<file path="src/rtl/counter_pkg.sv">
// Shared types and helpers for the modulo-N digit counter chain.
//   dir_e           : count direction encoding (matches the up_dn pin).
//   CLOCK_MODULI    : default MM:SS digit moduli, least significant digit first.
//   digit_terminal  : 1 when a digit sits at the value that makes it roll over
//                     on its next step in the given direction.
package counter_pkg;

  typedef enum logic {
    DIR_DOWN = 1'b0,
    DIR_UP   = 1'b1
  } dir_e;

  localparam int CLOCK_MODULI [4] = '{10, 6, 10, 6};

  function automatic logic digit_terminal(input int unsigned value,
                                          input int unsigned modulus,
                                          input dir_e        dir);
    if (dir == DIR_UP) begin
      return value == (modulus - 1);
    end
    return value == 0;
  endfunction

endpackage

</file>
<file path="src/rtl/mod_digit.sv">
// One modulo-MOD digit of the counter chain.
//   clk, reset : rising-edge clock, asynchronous active-low reset.
//   step       : advance this digit one position this cycle.
//   up_dn      : 1 = up, 0 = down.
//   clear      : synchronous clear (beats load and step).
//   load       : synchronous load of load_d, clamped to MOD-1 (beats step).
//   q          : current digit value.
//   term       : combinational terminal flag for the current direction.
//   clamped    : combinational, load_d is out of range (meaningful while load).
module mod_digit
  import counter_pkg::*;
#(
  parameter int unsigned MOD = 10,
  parameter int unsigned W   = 4
) (
  input  logic         clk,
  input  logic         reset,
  input  logic         step,
  input  logic         up_dn,
  input  logic         clear,
  input  logic         load,
  input  logic [W-1:0] load_d,
  output logic [W-1:0] q,
  output logic         term,
  output logic         clamped
);

  localparam logic [W-1:0] MaxVal = W'(MOD - 1);
  localparam logic [W-1:0] One    = W'(1);

  logic [W-1:0] q_d, q_q;
  logic [W-1:0] load_clamped;

  assign clamped      = load_d > MaxVal;
  assign load_clamped = clamped ? MaxVal : load_d;
  assign term         = digit_terminal(32'(q_q), MOD, dir_e'(up_dn));
  assign q            = q_q;

  always_comb begin
    q_d = q_q;
    if (clear) begin
      q_d = '0;
    end else if (load) begin
      q_d = load_clamped;
    end else if (step) begin
      if (up_dn) begin
        q_d = (q_q == MaxVal) ? '0 : q_q + One;
      end else begin
        q_d = (q_q == '0) ? MaxVal : q_q - One;
      end
    end
  end

  always_ff @(posedge clk or negedge reset) begin
    if (!reset) begin
      q_q <= '0;
    end else begin
      q_q <= q_d;
    end
  end

endmodule

</file>
<file path="src/rtl/mod_chain_counter.sv">
// Cascade of modulo-N digit counters with up/down count, clamped load, clear
// and a sticky full-chain wrap flag. Digit 0 is least significant.
//   clk, reset   : rising-edge clock, asynchronous active-low reset.
//   c_in         : count enable, one step per cycle.
//   up_dn        : 1 = up, 0 = down.
//   clear        : synchronous clear of digits, wrap_sticky and load_err.
//   load         : synchronous load of load_val (per-digit clamp).
//   load_val / q : digit i at [i*DIGIT_W +: DIGIT_W].
//   carry        : combinational terminal-count (carry up / borrow down).
//   wrap_sticky  : set whenever the whole chain wraps.
//   load_err     : one-cycle pulse after a load that clamped any digit.
module mod_chain_counter
  import counter_pkg::*;
#(
  parameter int unsigned NUM_DIGITS          = 4,
  parameter int unsigned DIGIT_W             = 4,
  parameter int          MODULI [NUM_DIGITS] = CLOCK_MODULI
) (
  input  logic                          clk,
  input  logic                          reset,
  input  logic                          c_in,
  input  logic                          up_dn,
  input  logic                          clear,
  input  logic                          load,
  input  logic [NUM_DIGITS*DIGIT_W-1:0] load_val,
  output logic [NUM_DIGITS*DIGIT_W-1:0] q,
  output logic                          carry,
  output logic                          wrap_sticky,
  output logic                          load_err
);

  logic [NUM_DIGITS-1:0] term;
  logic [NUM_DIGITS-1:0] step;
  logic [NUM_DIGITS-1:0] clamped;

  for (genvar i = 0; i < NUM_DIGITS; i++) begin : g_digit
    if (MODULI[i] < 2 || MODULI[i] > (2 ** DIGIT_W)) begin : g_bad_modulus
      $error("mod_chain_counter: MODULI[%0d]=%0d out of range", i, MODULI[i]);
    end

    mod_digit #(
      .MOD (MODULI[i]),
      .W   (DIGIT_W)
    ) u_digit (
      .clk     (clk),
      .reset   (reset),
      .step    (step[i]),
      .up_dn   (up_dn),
      .clear   (clear),
      .load    (load),
      .load_d  (load_val[i*DIGIT_W +: DIGIT_W]),
      .q       (q[i*DIGIT_W +: DIGIT_W]),
      .term    (term[i]),
      .clamped (clamped[i])
    );
  end

  // Ripple enable: a digit steps only when every lower digit is terminal.
  always_comb begin
    step[0] = c_in;
    for (int i = 1; i < NUM_DIGITS; i++) begin
      step[i] = step[i-1] & term[i-1];
    end
  end

  assign carry = c_in & ~clear & ~load & (&term);

  logic wrap_d, wrap_q;
  logic load_err_d, load_err_q;

  always_comb begin
    wrap_d     = wrap_q;
    load_err_d = 1'b0;
    if (clear) begin
      wrap_d = 1'b0;
    end else if (load) begin
      load_err_d = |clamped;
    end else if (carry) begin
      wrap_d = 1'b1;
    end
  end

  always_ff @(posedge clk or negedge reset) begin
    if (!reset) begin
      wrap_q     <= 1'b0;
      load_err_q <= 1'b0;
    end else begin
      wrap_q     <= wrap_d;
      load_err_q <= load_err_d;
    end
  end

  assign wrap_sticky = wrap_q;
  assign load_err    = load_err_q;

endmodule

</file>
<file path="config.mk">
export PLATFORM = sky130hd
export DESIGN_NAME = mod_chain_counter
export DESIGN_NICKNAME = d
export VERILOG_FILES = /design/src/rtl/counter_pkg.sv /design/src/rtl/mod_digit.sv /design/src/rtl/mod_chain_counter.sv
export SDC_FILE = /design/constraint.sdc
export NUM_CORES = 1
export LEC_CHECK = 0
export CAP_MARGIN = 20
export CELL_PAD_IN_SITES_DETAIL_PLACEMENT = 0
export CELL_PAD_IN_SITES_GLOBAL_PLACEMENT = 2
export CORE_UTILIZATION = 28
export DETAILED_ROUTE_END_ITERATION = 8
export PLACE_DENSITY = 0.87
export SLEW_MARGIN = 5
export SYNTH_ARGS = -nofsm -noshare
export SYNTH_HDL_FRONTEND = slang
export SYNTH_HIERARCHICAL = 1
export SYNTH_SLANG_ARGS = --single-unit
</file>
<file path="constraint.sdc">
create_clock -name clk -period 2.5 [get_ports clk]
set_input_delay 0.5 -clock clk [delete_from_list [all_inputs] [get_ports clk]]
set_output_delay 0.5 -clock clk [all_outputs]
set_load 0.03 [all_outputs]
</file>
==> flow_summary_export.csv <==
group,metric,value,unit
power,switching_share,0.335,
logic_synthesis,yosysTopAreaCell,"dfrtp_1",
final_layout,diodes,0,
logic_synthesis,synth.distinct_cells,39,
worst_setup_path,critPathKind,"in -> out",
power,p_per_area,401,nW/um^2
outcome,status,"complete, no violations",
grt,grt_pass1_vias,1492,
worst_setup_path,reg2reg_slack,0.31,ns
worst_setup_path,path_cells,"buf_2, buf_2, or3_4, a211oi_4, nand4_4, nor4_4, buf_4",
placed_design,port_buffers,40,
clock_tree,hold_buffers,0,
clock_tree,cts_buffer_depth,2,
worst_setup_path,path_buf_inv,3,
die,die-area,5920,sq um
grt,antenna_found_initial,0,
power,vdd_drop_max,0.162,mV
clock_tree,clock_sinks,18,
die,dieHeight,76.9,um
timing,worst_pin_slew,0.383,ns
worst_hold_path,min_from,"wrap_sticky",
grt,grt_pass1_wl,7.46,mm
worst_setup_path,critPathMaxFanout,2,
power,power_frac_seq,0.359,
timing,hold_viol,0,
clock_tree,cts_made_buffers,3,
timing,fin_crit_sh,0.965,
die,num_rows,26,
final_layout,area_growth,43.8,%
worst_hold_path,min_path_cells,2,
final_layout,final_cells,322,
clock_tree,cts_tree,"built",
power,power.leakage,0.000903,uW
drt,ant_nets,0,
drt,drc,0,
drt,drt_pass1_iterations,4,
timing,fmax,0.415,GHz
drt,wl,4.34,mm
clock_tree,clock_latency,0.26,ns
worst_setup_path,r2r_end,"g_digit[2].u_digit/q[2]",
power,pwr-share-clk,0.278,
clock_tree,htreeDepth,1,
clock_tree,clk_pin_slew,0.08,ns
job,max_cap_viol_count,0,
final_layout,nNetsFinal,275,
worst_setup_path,crit_required,2.00,ns
power,p_int,603,uW
die,core,5270,sq um
drt,drtIter0Drc,107,
logic_synthesis,netlist_area,1570,sq um
grt,grt_max_degree,23,
die,ioPinCount,41,
worst_setup_path,crit_arrival,1.91,ns
power,netSwitchingPower,304,uW
logic_synthesis,synth_top_area_frac,0.287,
worst_hold_path,min_path_type,"reg -> reg",
worst_hold_path,hold_end,"wrap_sticky",
power,share_comb_of_total_power,0.363,
timing,finalCriticalPeriod,2.41,ns
timing,clock_skew,0.00247,ns
worst_setup_path,path_delay_family,"simple AND/OR/NAND/NOR gates",
timing,drv_slew,0,
logic_synthesis,synth_fp_nets,216,
drt,wl_per_cell,13.5,um
worst_setup_path,end_kind,"output port",
final_layout,drive_gt1_frac,0.214,
timing,setup_viol,0,
worst_setup_path,reg2regPathDepth,8,
worst_setup_path,cpMostUsedCell,"buf_2",
logic_synthesis,avgSynthCellArea,8.10,sq um
timing,max_slew_margin,0.743,
die,start_util,0.298,
logic_synthesis,synth_seq_cells,18,
grt,grt_usage,0.157,
logic_synthesis,syn-instance-count,194,
worst_setup_path,start_kind,"input pin",
placed_design,placedCellCount,312,
logic_synthesis,ys_seq_area_frac,0.287,
timing,timing.hold.ws,0.503,ns
grt,overflow,0,
clock_tree,root_buffer,"clkbuf_8",
placed_design,gp_congestion,0.776,
worst_setup_path,r2r_start,"g_digit[1].u_digit/q[2]",
logic_synthesis,synth_area_leaders,"dfrtp_1, a211oi_1, a21oi_1",
placed_design,hpwl,3.18,mm
worst_setup_path,slowest_delay,0.37,ns
logic_synthesis,yosysWarningCount,6,
worst_setup_path,slowest_stage,"or3_4",
drt,via_per_inst,4.99,
die,dieWidth,76.9,um
drt,via_count,1606,
## cell families after synthesis
group,Yosys count,synth area share
and+or+nand+nor,71,0.240
AOI/OAI and AO/OA,59,0.281
buffers and inverters,34,0.126
DFF,18,0.287
xor gates and xnor gates,12,0.0669
## metal layers
metal  vias to the layer above  track usage  wire [um]
met3                         2       0.0190        184
met4                         0       0.0558         34
met1                       751        0.214       2030
met5                         -            0          0
met2                        36        0.254       2100
li1                        817            -          -
## power by group through the flow
| stage | Clock (uW) | Combinational (uW) | Sequential (uW) |
|---|---|---|---|
| floorplan | 0 | 153 | 361 |
| global placement | 0 | 310 | 332 |
| detailed placement | 0 | 310 | 331 |
| CTS | 258 | 323 | 326 |
| global route | 266 | 359 | 329 |
| finish | 252 | 329 | 326 |
## state kept, by name, indices dropped and copies added (netlist names)
signal             cells
g_digit.u_digit/q     16
wrap_sticky            1
load_err               1
## cells in the mapped netlist, drive strengths merged
cell type	instances
a211oi	16
a21o	2
a21oi	16
a311oi	2
a31oi	4
and2	1
and3	3
buf	14
clkbuf	2
dfrtp	18
inv	18
nand2	8
nand2b	5
nand3	14
nand4	3
nand4b	2
nor2	18
nor2b	2
nor3	2
nor3b	1
nor4	4
o2111ai	2
o211ai	2
o21a	2
o21ai	8
o221ai	2
o311a	2
o41ai	1
or3	6
or4	2
xnor2	6
xor2	6
## layout make-up
cell class | count | area, sq um
Inverter | 18 | 67.6
Multi-Input combinational cell | 142 | 980
Sequential cell | 18 | 450
Timing Repair Buffer | 70 | 619
Clock buffer | 4 | 55.1
Fill cell | 540 | 3010
Tap cell | 70 | 87.6
## how the worst max path moves through the flow
stage,start,depth (start not counted),slack (ns),end
after floorplan,g_digit[0].u_digit/q[0],5,0.05,carry
after global placement,up_dn,8,-0.27,carry
after detailed placement,up_dn,8,-0.28,carry
after CTS,up_dn,7,0.02,carry
after global routing,up_dn,8,-0.004,carry
final,up_dn,7,0.09,carry
## worst reg2reg max path, cell delays in order (launching register included)
cell and delay [ns]:
dfrtp_1 0.41, or3_4 0.40, a211oi_4 0.30, buf_4 0.16, buf_4 0.09, and3_2 0.25, buf_4 0.14, a211oi_1 0.06
nor4_1 0.28
## repair_timing
item,in CTS,in global routing
pin swaps,6,3
resized for setup,9,3
endpoints found under the hold margin,0,0
cloned,1,0
setup endpoints to repair,1,1
setup buffers,4,1
## placed cells by master (no fill, tap or decap), drive strengths merged
master,n
xor2,6
o41ai,1
a311oi,2
a211oi,16
clkdlybuf4s50,38
a31oi,4
or3,6
nor3,2
or4,2
inv,18
o211ai,2
nand4b,2
xnor2,6
nand2,8
and3,3
nor4,4
o21ai,8
o311a,2
clkbuf,4
nor3b,1
nand4,3
dfrtp,18
a21o,2
a21oi,16
buf,32
nand3,14
nor2b,2
nand2b,5
o21a,2
o2111ai,2
nor2,18
o221ai,2
and2,1
## metrics by stage
step	setup TNS [ns]	total power, uW	instance area, sq um	util	worst slack (ns)
global placement	-1.27	641	2120	0.403	-0.270
detailed placement	-1.39	641	2120	0.403	-0.278
floorplan	0	515	1590	-	0.0474
global route	-0.00366	954	2260	0.429	-0.00366
finish	0	907	2260	0.429	0.0883
CTS	0	907	2230	0.424	0.0218
Power figures use the tool's default switching activity.
